File: config.mk
export PLATFORM = sky130hd
export DESIGN_NAME = feature_buf_ctrl
export DESIGN_NICKNAME = d
export VERILOG_FILES = /design/src/rtl/feature_pkg.sv /design/src/rtl/buf_bank_state.sv /design/src/rtl/feature_buf_ctrl.sv
export SDC_FILE = /design/constraint.sdc
export NUM_CORES = 1
export LEC_CHECK = 0
export CAP_MARGIN = 20
export CELL_PAD_IN_SITES_DETAIL_PLACEMENT = 1
export CELL_PAD_IN_SITES_GLOBAL_PLACEMENT = 2
export CORE_MARGIN = 1
export CORE_UTILIZATION = 37
export CTS_CLUSTER_SIZE = 8
export DETAILED_ROUTE_END_ITERATION = 16
export GPL_ROUTABILITY_DRIVEN = 0
export PLACE_DENSITY = 0.91
export SYNTH_ARGS = -nofsm -noshare
export SYNTH_HDL_FRONTEND = slang
export SYNTH_SLANG_ARGS = --single-unit
File: constraint.sdc
create_clock -name clk -period 10.1 [get_ports clk]
set_input_delay 1.515 -clock clk [delete_from_list [all_inputs] [get_ports clk]]
set_output_delay 1.515 -clock clk [all_outputs]
set_load 0.03 [all_outputs]
File: src/rtl/feature_pkg.sv
// Shared types for the two-bank input-feature ping-pong scheduler.
package feature_pkg;

   localparam int CNT_W_DFLT  = 16;
   localparam int SIZE_W_DFLT = 8;

   typedef enum logic [1:0] {
      BANK_EMPTY = 2'd0,
      BANK_FILL  = 2'd1,
      BANK_FULL  = 2'd2,
      BANK_USE   = 2'd3
   } bank_state_e;

   typedef enum logic [1:0] {
      ST_IDLE = 2'd0,
      ST_RUN  = 2'd1,
      ST_FIN  = 2'd2
   } top_state_e;

   // Completion events only move a bank out of its in-flight state.
   function automatic bank_state_e bank_after_done(input bank_state_e cur,
                                                   input logic        filled,
                                                   input logic        released);
      bank_state_e nxt;
      case (cur)
         BANK_FILL: nxt = filled   ? BANK_FULL  : BANK_FILL;
         BANK_USE:  nxt = released ? BANK_EMPTY : BANK_USE;
         default:   nxt = cur;
      endcase
      return nxt;
   endfunction

endpackage

File: src/rtl/buf_bank_state.sv
// State of one feature bank; exposes the state after this cycle's completions
// so the scheduler can reissue to a bank in the same edge it is released.
module buf_bank_state
   import feature_pkg::*;
(
   input  logic        clk,
   input  logic        rst,
   input  logic        clr_i,
   input  logic        fill_i,
   input  logic        filled_i,
   input  logic        use_i,
   input  logic        release_i,
   output bank_state_e state_eff_o
);

   bank_state_e state_q;
   bank_state_e state_d;
   bank_state_e eff_s;

   // Apply completions first, then any new issue against the updated state.
   always_comb begin
      eff_s   = bank_after_done(state_q, filled_i, release_i);
      state_d = eff_s;
      if (clr_i) begin
         state_d = BANK_EMPTY;
      end else if (fill_i && (eff_s == BANK_EMPTY)) begin
         state_d = BANK_FILL;
      end else if (use_i && (eff_s == BANK_FULL)) begin
         state_d = BANK_USE;
      end else begin
         state_d = eff_s;
      end
   end

   // Bank state register.
   always_ff @(posedge clk) begin
      if (rst) begin
         state_q <= BANK_EMPTY;
      end else begin
         state_q <= state_d;
      end
   end

   assign state_eff_o = eff_s;

endmodule

File: src/rtl/feature_buf_ctrl.sv
// Ping-pong scheduler: fetch engine fills one bank while the compute engine
// drains the other, tile by tile, for one layer.
module feature_buf_ctrl
   import feature_pkg::*;
#(
   parameter int CNT_W  = CNT_W_DFLT,
   parameter int SIZE_W = SIZE_W_DFLT
) (
   input  logic              clk,
   input  logic              rst,
   input  logic              start,
   input  logic [CNT_W-1:0]  num_tiles,
   input  logic [SIZE_W-1:0] feature_size,
   output logic              fetch_start,
   output logic              fetch_bank,
   output logic [SIZE_W-1:0] fetch_size,
   input  logic              fetch_done,
   output logic              comp_start,
   output logic              comp_bank,
   input  logic              comp_done,
   output logic              busy,
   output logic              layer_done,
   output logic              err
);

   top_state_e        state_q, state_d;
   logic [CNT_W-1:0]  num_tiles_q, num_tiles_d;
   logic [CNT_W-1:0]  fetch_cnt_q, fetch_cnt_d;
   logic [CNT_W-1:0]  comp_cnt_q, comp_cnt_d;
   logic              fetch_ptr_q, fetch_ptr_d;
   logic              comp_ptr_q, comp_ptr_d;
   logic              fetch_fly_q, fetch_fly_d;
   logic              comp_fly_q, comp_fly_d;
   logic              err_q, err_d;
   logic              fetch_start_q, fetch_start_d;
   logic              fetch_bank_q, fetch_bank_d;
   logic [SIZE_W-1:0] fetch_size_q, fetch_size_d;
   logic              comp_start_q, comp_start_d;
   logic              comp_bank_q, comp_bank_d;
   logic              busy_q, busy_d;
   logic              layer_done_q, layer_done_d;

   logic              fetch_ok_s, comp_ok_s, spurious_s;
   logic              fetch_ptr_e_s, comp_ptr_e_s;
   logic [CNT_W-1:0]  comp_cnt_e_s;
   logic              run_s, accept_s, zero_s, last_s;
   logic              fetch_issue_s, comp_issue_s;
   logic [1:0]        filled_s, release_s, fill_s, use_s;
   bank_state_e       bank0_s, bank1_s, fetch_tgt_s, comp_tgt_s;

   buf_bank_state u_bank0 (
      .clk         (clk),
      .rst         (rst),
      .clr_i       (accept_s),
      .fill_i      (fill_s[0]),
      .filled_i    (filled_s[0]),
      .use_i       (use_s[0]),
      .release_i   (release_s[0]),
      .state_eff_o (bank0_s)
   );

   buf_bank_state u_bank1 (
      .clk         (clk),
      .rst         (rst),
      .clr_i       (accept_s),
      .fill_i      (fill_s[1]),
      .filled_i    (filled_s[1]),
      .use_i       (use_s[1]),
      .release_i   (release_s[1]),
      .state_eff_o (bank1_s)
   );

   // Decode engine events; issue decisions look at the post-completion view.
   always_comb begin
      fetch_ok_s    = fetch_done & fetch_fly_q;
      comp_ok_s     = comp_done & comp_fly_q;
      spurious_s    = (fetch_done & ~fetch_fly_q) | (comp_done & ~comp_fly_q);
      fetch_ptr_e_s = fetch_ptr_q ^ fetch_ok_s;
      comp_ptr_e_s  = comp_ptr_q ^ comp_ok_s;
      comp_cnt_e_s  = comp_cnt_q + {{(CNT_W-1){1'b0}}, comp_ok_s};
      run_s         = (state_q == ST_RUN);
      accept_s      = (state_q == ST_IDLE) & start & (num_tiles != {CNT_W{1'b0}});
      zero_s        = (state_q == ST_IDLE) & start & (num_tiles == {CNT_W{1'b0}});
      last_s        = run_s & comp_ok_s & (comp_cnt_e_s == num_tiles_q);
      fetch_tgt_s   = fetch_ptr_e_s ? bank1_s : bank0_s;
      comp_tgt_s    = comp_ptr_e_s ? bank1_s : bank0_s;
      fetch_issue_s = run_s & ~last_s & ~(fetch_fly_q & ~fetch_ok_s)
                      & (fetch_cnt_q < num_tiles_q) & (fetch_tgt_s == BANK_EMPTY);
      comp_issue_s  = run_s & ~last_s & ~(comp_fly_q & ~comp_ok_s)
                      & (comp_tgt_s == BANK_FULL);
      filled_s      = {fetch_ok_s & fetch_bank_q, fetch_ok_s & ~fetch_bank_q};
      release_s     = {comp_ok_s & comp_bank_q, comp_ok_s & ~comp_bank_q};
      fill_s        = {fetch_issue_s & fetch_ptr_e_s, fetch_issue_s & ~fetch_ptr_e_s};
      use_s         = {comp_issue_s & comp_ptr_e_s, comp_issue_s & ~comp_ptr_e_s};
   end

   // Top FSM next state.
   always_comb begin
      state_d = state_q;
      case (state_q)
         ST_IDLE: state_d = accept_s ? ST_RUN : ST_IDLE;
         ST_RUN:  state_d = last_s ? ST_FIN : ST_RUN;
         ST_FIN:  state_d = ST_IDLE;
         default: state_d = ST_IDLE;
      endcase
   end

   // Counters, pointers, in-flight flags and registered outputs.
   always_comb begin
      num_tiles_d   = num_tiles_q;
      fetch_size_d  = fetch_size_q;
      fetch_cnt_d   = fetch_cnt_q + {{(CNT_W-1){1'b0}}, fetch_issue_s};
      comp_cnt_d    = comp_cnt_e_s;
      fetch_ptr_d   = fetch_ptr_e_s;
      comp_ptr_d    = comp_ptr_e_s;
      fetch_fly_d   = (fetch_fly_q & ~fetch_ok_s) | fetch_issue_s;
      comp_fly_d    = (comp_fly_q & ~comp_ok_s) | comp_issue_s;
      fetch_start_d = fetch_issue_s;
      fetch_bank_d  = fetch_issue_s ? fetch_ptr_e_s : fetch_bank_q;
      comp_start_d  = comp_issue_s;
      comp_bank_d   = comp_issue_s ? comp_ptr_e_s : comp_bank_q;
      err_d         = err_q | spurious_s;
      busy_d        = busy_q;
      layer_done_d  = 1'b0;
      case (state_q)
         ST_IDLE: begin
            if (accept_s) begin
               num_tiles_d  = num_tiles;
               fetch_size_d = feature_size;
               fetch_cnt_d  = {CNT_W{1'b0}};
               comp_cnt_d   = {CNT_W{1'b0}};
               fetch_ptr_d  = 1'b0;
               comp_ptr_d   = 1'b0;
               err_d        = 1'b0;
               busy_d       = 1'b1;
            end else if (zero_s) begin
               layer_done_d = 1'b1;
            end else begin
               busy_d = 1'b0;
            end
         end
         ST_RUN: begin
            if (last_s) begin
               busy_d       = 1'b0;
               layer_done_d = 1'b1;
            end else begin
               busy_d = 1'b1;
            end
         end
         ST_FIN:  busy_d = 1'b0;
         default: busy_d = 1'b0;
      endcase
   end

   // State register; reset abandons any in-flight engine work.
   always_ff @(posedge clk) begin
      if (rst) begin
         state_q       <= ST_IDLE;
         num_tiles_q   <= {CNT_W{1'b0}};
         fetch_cnt_q   <= {CNT_W{1'b0}};
         comp_cnt_q    <= {CNT_W{1'b0}};
         fetch_ptr_q   <= 1'b0;
         comp_ptr_q    <= 1'b0;
         fetch_fly_q   <= 1'b0;
         comp_fly_q    <= 1'b0;
         err_q         <= 1'b0;
         fetch_start_q <= 1'b0;
         fetch_bank_q  <= 1'b0;
         fetch_size_q  <= {SIZE_W{1'b0}};
         comp_start_q  <= 1'b0;
         comp_bank_q   <= 1'b0;
         busy_q        <= 1'b0;
         layer_done_q  <= 1'b0;
      end else begin
         state_q       <= state_d;
         num_tiles_q   <= num_tiles_d;
         fetch_cnt_q   <= fetch_cnt_d;
         comp_cnt_q    <= comp_cnt_d;
         fetch_ptr_q   <= fetch_ptr_d;
         comp_ptr_q    <= comp_ptr_d;
         fetch_fly_q   <= fetch_fly_d;
         comp_fly_q    <= comp_fly_d;
         err_q         <= err_d;
         fetch_start_q <= fetch_start_d;
         fetch_bank_q  <= fetch_bank_d;
         fetch_size_q  <= fetch_size_d;
         comp_start_q  <= comp_start_d;
         comp_bank_q   <= comp_bank_d;
         busy_q        <= busy_d;
         layer_done_q  <= layer_done_d;
      end
   end

   assign fetch_start = fetch_start_q;
   assign fetch_bank  = fetch_bank_q;
   assign fetch_size  = fetch_size_q;
   assign comp_start  = comp_start_q;
   assign comp_bank   = comp_bank_q;
   assign busy        = busy_q;
   assign layer_done  = layer_done_q;
   assign err         = err_q;

endmodule

==> flow_summary.ini, run 1 <==
[synth]
ys_types = 49
synth-edff-count = 0
yosysTopAreaCell = dfxtp_1
ys_warn_count = 0
synth_top_area_share_pct = 39.27
async_flop_share_pct = 0
syn_inst = 417
synthTopCellsByArea = dfxtp_1 39%, nor2_1 7.1%, ha_1 6.7%, xnor2_1 6.6%, mux2i_1 6.5%
syn_area_um2 = 3721
ys_seq_area_share_pct = 39.27
synth_flop_cell = dfxtp_1
avgSynthCellArea_um2 = 8.923
ys_ff_latch = 73
syn_nets = 466

[timing]
fin_worst_skew_ns = 0.01193
rsz0062_at_grt = no
timing.setup.tns_ns = 0
finalSetupViolations = 0
worst_pin_slew_ns = 0.7615
slew_viol_final = 0
slew_headroom_pct = 48.76
min_period_ns = 5.450
finalCritPeriodShare_pct = 53.96
fmax_ghz = 0.1835
hold_viol = 0

[floorplanning]
die_h_um = 102.3
fp.dieArea_um2 = 10460
core_um2 = 9774
start_util_pct = 38.07
fp.dieW_um = 102.3
ioPinCount = 44
num_rows = 36

[final_layout]
fillers = 1157
fin_nets = 508
fin_cells = 596
area_delta_synth_final_pct = 20.28
n_antenna_cell = 0
final_cell_mix = 73 x dfxtp_1, 70 x nor2_1, 43 x clkdlybuf4s50_1
drive_gt1_share_pct = 6.479
final_common_cell = dfxtp_1

[power_and_ir_drop]
clkPwrFrac_pct = 38.0
power_switching_w = 0.0001643
p_int_w = 0.0004612
seq_power_share_pct = 49.0
finalPower_w = 0.0006255
combinationalPowerShare_pct = 13.1
cellLeakagePower_nw = 1.768
powerDensity_nw_per_um2 = 139.7
switching_share_pct = 26.26
ir_drop_v = 0.00007353

[worst_hold_path]
hp-class = reg2reg
hold_depth = 1
min-delay-start = state_q[1]
holdPathEnd = layer_done

[cts]
htree_levels = 3
worstSkewPairLatency_ns = 0.36
cts_root_buffer = clkbuf_8
cts_buffers = 9
post_cts_resized = 0
clk_pin_slew_ns = 0.08
hold_buffers = 0
cts_tree = built
post_cts_buffers = 0
cts_sinks = 73
cts_max_path_buffers = 2

[setup_path]
cp-end-kind = register
regToRegEndpoint = fetch_cnt_q[10]
crit_required_ns = 10.35
reg2reg_slack_ns = 5.93
rr_worst_depth = 19
startpoint_type = input port
worstPathArrival_ns = 5.70
r2r_start = comp_fly_q
critPathMaxFanout = 6
crit_type = in2reg

[global_route]
grt_pass1_wl_mm = 15.64
grt_start_max_net_pins = 34
antenna_found_initial = 0
grt-ovfl-total = 0
track_usage_pct = 20.05
first_global_vias = 3117

[job]
drv_cap = 0

[place]
hpwl_mm = 7.424
dp_cells = 581
io_buffer_count = 43

[routing]
ant_nets = 0
routed_wl_mm = 9.689
wl_per_cell_um = 16.26
first_pass_iters = 4
drc = 0
vias = 3055
viasPerCell = 5.126
drt_iter0_markers = 95

[outcome]
run_status = completed
synthesized netlist by cell type (2+ instances only):
library cell	count
inv_1	22
o2111ai_1	2
mux2i_1	24
nand2_1	21
nor4_1	7
nor2b_1	7
a21oi_1	16
a211oi_1	3
nand4_1	8
xnor2_1	28
clkbuf_1	11
nor2_1	70
and3_1	7
and2_1	4
nor3_1	5
nand2b_1	4
ha_1	20
dfxtp_1	73
nor3b_1	3
xor2_1	16
xnor3_1	3
o31ai_1	2
or3_1	3
a31oi_1	3
a21o_1	3
o21ai_0	8
a211oi_2	2
nand3_1	19
a22oi_1	2
buf_2	2
flip-flops by register name, summed over array words and instances, names as in the netlist, 2 cells and up:
| name | cells |
|---|---|
| fetch_size | 8 |
| state_q | 2 |
| num_tiles_q | 16 |
| u_bank0.state_q | 2 |
| fetch_cnt_q | 16 |
| u_bank1.state_q | 2 |
| comp_cnt_q | 16 |
stage by stage:
step	hold slack, ns	util (%)	setup slack [ns]	instance area [um^2]
global placement	0.4561	43.79	4.467	4280
finish	0.4764	45.79	4.650	4476
floorplan	0.4242	-	5.222	3721
detailed placement	0.4668	43.79	4.274	4280
CTS	0.4758	45.79	4.651	4476
global route	0.5156	45.79	4.389	4476
kinds of logic after synthesis:
| kind of cell | count (synthesis) | share of synthesized area (%) |
|---|---|---|
| AO/OA/AOI/OAI | 48 | 9.146 |
| XOR/XNOR | 47 | 12.17 |
| adder cells (fa/ha/maj) | 20 | 6.725 |
| buffers and inverters | 38 | 3.934 |
| flip-flops | 73 | 39.27 |
| multiplexers | 25 | 6.859 |
| AND/OR/NAND/NOR | 166 | 21.89 |
cell type report:
cell class	count	area [um^2]	share of cell area, %
Sequential cell	73	1461	32.65
Tap cell	133	166.4	3.718
Clock inverter	3	40.04	0.8946
Multi-Input combinational cell	306	2113	47.22
Inverter	23	86.33	1.929
Timing Repair Buffer	46	452.9	10.12
Clock buffer	12	155.1	3.467
worst max-delay path, cell delays in order:
cell	delay [ns]
clkdlybuf4s50_1	0.50
nand2_1	0.13
inv_1	0.16
ha_1	0.17
ha_1	0.26
nand2_1	0.19
or4_4	0.55
mux2_4	0.33
a2111oi_4	0.27
nand4_1	0.18
o21a_2	0.28
nand2_2	0.10
inv_2	0.05
ha_1	0.21
ha_1	0.23
nand2_1	0.08
nor2_1	0.09
and3_1	0.20
xnor2_1	0.15
nor2_1	0.06
worst max-delay path by stage:
stage | startpoint | endpoint | slack [ns] | cells past startpoint
global placement | comp_done | fetch_cnt_q[11] | 4.47 | 20
finish | comp_done | fetch_cnt_q[10] | 4.65 | 20
detailed placement | comp_done | fetch_cnt_q[10] | 4.27 | 20
CTS | comp_done | fetch_cnt_q[10] | 4.65 | 20
global route | comp_done | fetch_cnt_q[14] | 4.39 | 20
floorplan | comp_done | fetch_cnt_q[11] | 5.22 | 20
power by group through the flow:
stage          Clock [W]  Combinational, W  Sequential [W]
2_1_floorplan          0         0.0000436        0.000317
3_3_place_gp           0         0.0000805        0.000313
3_5_place_dp           0         0.0000819        0.000313
4_1_cts         0.000242         0.0000826        0.000306
5_1_grt         0.000254         0.0000895        0.000308
6_report        0.000237         0.0000817        0.000306
layer usage:
metal | vias up | wire length (um) | global-route usage [%]
li1 | 1508 | - | -
met1 | 1468 | 4602 | 26.03
met2 | 67 | 4504 | 32.42
met3 | 12 | 420 | 4.036
met4 | 0 | 162 | 8.352
met5 | - | 0 | 0
No activity file was read; power rests on OpenSTA's default activity.
==> inputs of run 2 (changes only) <==
--- a/config.mk
+++ b/config.mk
@@ -9,11 +9,11 @@
 export CELL_PAD_IN_SITES_DETAIL_PLACEMENT = 1
 export CELL_PAD_IN_SITES_GLOBAL_PLACEMENT = 2
 export CORE_MARGIN = 1
-export CORE_UTILIZATION = 37
+export CORE_UTILIZATION = 34
 export CTS_CLUSTER_SIZE = 8
 export DETAILED_ROUTE_END_ITERATION = 16
 export GPL_ROUTABILITY_DRIVEN = 0
-export PLACE_DENSITY = 0.91
+export PLACE_DENSITY = 0.85
 export SYNTH_ARGS = -nofsm -noshare
 export SYNTH_HDL_FRONTEND = slang
 export SYNTH_SLANG_ARGS = --single-unit
==> constraint.sdc (replaced) <==
create_clock -name clk -period 5.4 [get_ports clk]
set_input_delay 0.81 -clock clk [delete_from_list [all_inputs] [get_ports clk]]
set_output_delay 0.81 -clock clk [all_outputs]
set_load 0.03 [all_outputs]
==> flow_summary.ini, run 2 (synthesis gave the netlist of run 1 again) <==
[cts]
htree_levels = 3
cts_tree = built
cts_max_path_buffers = 2
clk_pin_slew_ns = 0.07
cts_buffers = 9
worstSkewPairLatency_ns = 0.36
post_cts_buffers = 0
cts_root_buffer = clkbuf_8
hold_buffers = 0
post_cts_resized = 0
cts_sinks = 73

[final_layout]
final_common_cell = dfxtp_1
drive_gt1_share_pct = 6.897
reg.largest.list = comp_cnt_q (16), fetch_cnt_q (16), num_tiles_q (16)
area_delta_synth_final_pct = 21.18
final_cell_mix = 73 x dfxtp_1, 70 x nor2_1, 43 x clkdlybuf4s50_1
n_antenna_cell = 0
fin_nets = 509

[routing]
viasPerCell = 5.088
wl_per_cell_um = 16.53
vias = 3053
ant_nets = 0
first_pass_iters = 4
drt_iter0_markers = 67
routed_wl_mm = 9.917
drc = 0

[floorplanning]
die_h_um = 106.6
core_um2 = 10460
start_util_pct = 35.57
fp.dieW_um = 106.6
fp.dieArea_um2 = 11370
num_rows = 37
ioPinCount = 44

[global_route]
grt-ovfl-total = 0
grt_pass1_wl_mm = 16.43
antenna_found_initial = 0
first_global_vias = 3268
grt_start_max_net_pins = 34
track_usage_pct = 18.77

[place]
hpwl_mm = 7.584
io_buffer_count = 43

[power_and_ir_drop]
ir_drop_v = 0.0001296
powerDensity_nw_per_um2 = 268.4
finalPower_w = 0.001210
cellLeakagePower_nw = 1.776

[setup_path]
crit_required_ns = 5.61
critPathMaxFanout = 6
crit_chain = clkdlybuf4s50_1, nand2_1, inv_1, ha_1, ha_1, nand2_1, or4_4, mux2_4, a2111oi_4, nand4_1, o21a_2, nand2_2, inv_2, ha_1, nand2_1, nor2_1, and3_1, and3_1, xnor2_1, nor2_1
crit_type = in2reg
worstPathArrival_ns = 4.95
r2r_start = comp_fly_q
crit_path_top_delay_cell = or4_4
startpoint_type = input port
regToRegEndpoint = fetch_cnt_q[11]
rr_worst_depth = 19
cp-end-kind = register
max_stage_delay_ns = 0.55
reg2reg_slack_ns = 1.25

[timing]
finalSetupViolations = 0
fmax_ghz = 0.2111
fin_worst_skew_ns = 0.01144
worst_pin_slew_ns = 0.8509
slew_viol_final = 0
rsz0062_at_grt = no
finalCritPeriodShare_pct = 87.71
min_period_ns = 4.736
hold_viol = 0
slew_headroom_pct = 42.75
timing.setup.tns_ns = 0

[worst_hold_path]
min-delay-start = state_q[1]
hp-class = reg2reg
holdPathEnd = layer_done
hold_depth = 1

[outcome]
run_status = completed

[job]
drv_cap = 0
## run 2: power breakdown
part / internal [W] / switching, W / total (W) / leakage [nW]
clock network: 0.000269 / 0.000214 / 0.000483 / 0.104
registers: 0.000556 / 0.0000173 / 0.000573 / 0.593
logic: 0.0000720 / 0.0000823 / 0.000154 / 1.08
## run 2: per-layer routing
metal | share of wire, % | GRT usage, % | wire length [um]
met4 | 1.5 | 6.458 | 144
met5 | 0 | 0 | 0
met2 | 48 | 32.12 | 4714
met1 | 47 | 23.74 | 4682
met3 | 3.8 | 3.222 | 377
## run 2: worst max path at each step
stage / start / end / slack (ns) / depth (start not counted)
after detailed placement: comp_done / fetch_cnt_q[11] / 0.32 / 20
after global routing: comp_done / fetch_cnt_q[14] / 0.34 / 20
after global placement: comp_done / fetch_cnt_q[11] / 0.47 / 20
final: comp_done / fetch_cnt_q[11] / 0.66 / 20
after floorplan: comp_done / fetch_cnt_q[11] / 1.23 / 20
after CTS: comp_done / fetch_cnt_q[11] / 0.67 / 20
## run 2: area by class of cell
class                   count  area (um^2)
clock buffers              10        137.6
clock inverters             5        80.08
fillers                  1260         5953
inverters                  23        86.33
multi-input cells         306         2113
flip-flops and latches     73         1461
well taps                 136        170.2
repair buffers             47        460.4
## run 2: critical path, delay by kind of cell
kind | cells | cell delay [ns]
mux | 1 | 0.33
buf+inv | 3 | 0.71
compound gates | 2 | 0.54
simple gates | 10 | 1.78
xor+xnor | 1 | 0.14
fa+ha+maj | 3 | 0.63
## run 2: metrics by stage
stage          setup slack [ns]  utilization, %  cell area (um^2)  instances  hold slack, ns
2_1_floorplan             1.227               -              3721        417          0.4242
3_3_place_gp             0.4710           41.02              4292        585          0.4483
3_5_place_dp             0.3218           41.02              4292        585          0.4531
4_1_cts                  0.6711           43.10              4509        600          0.4630
5_1_grt                  0.3440           43.10              4509        600          0.4951
6_report                 0.6636           43.10              4509        600          0.4558
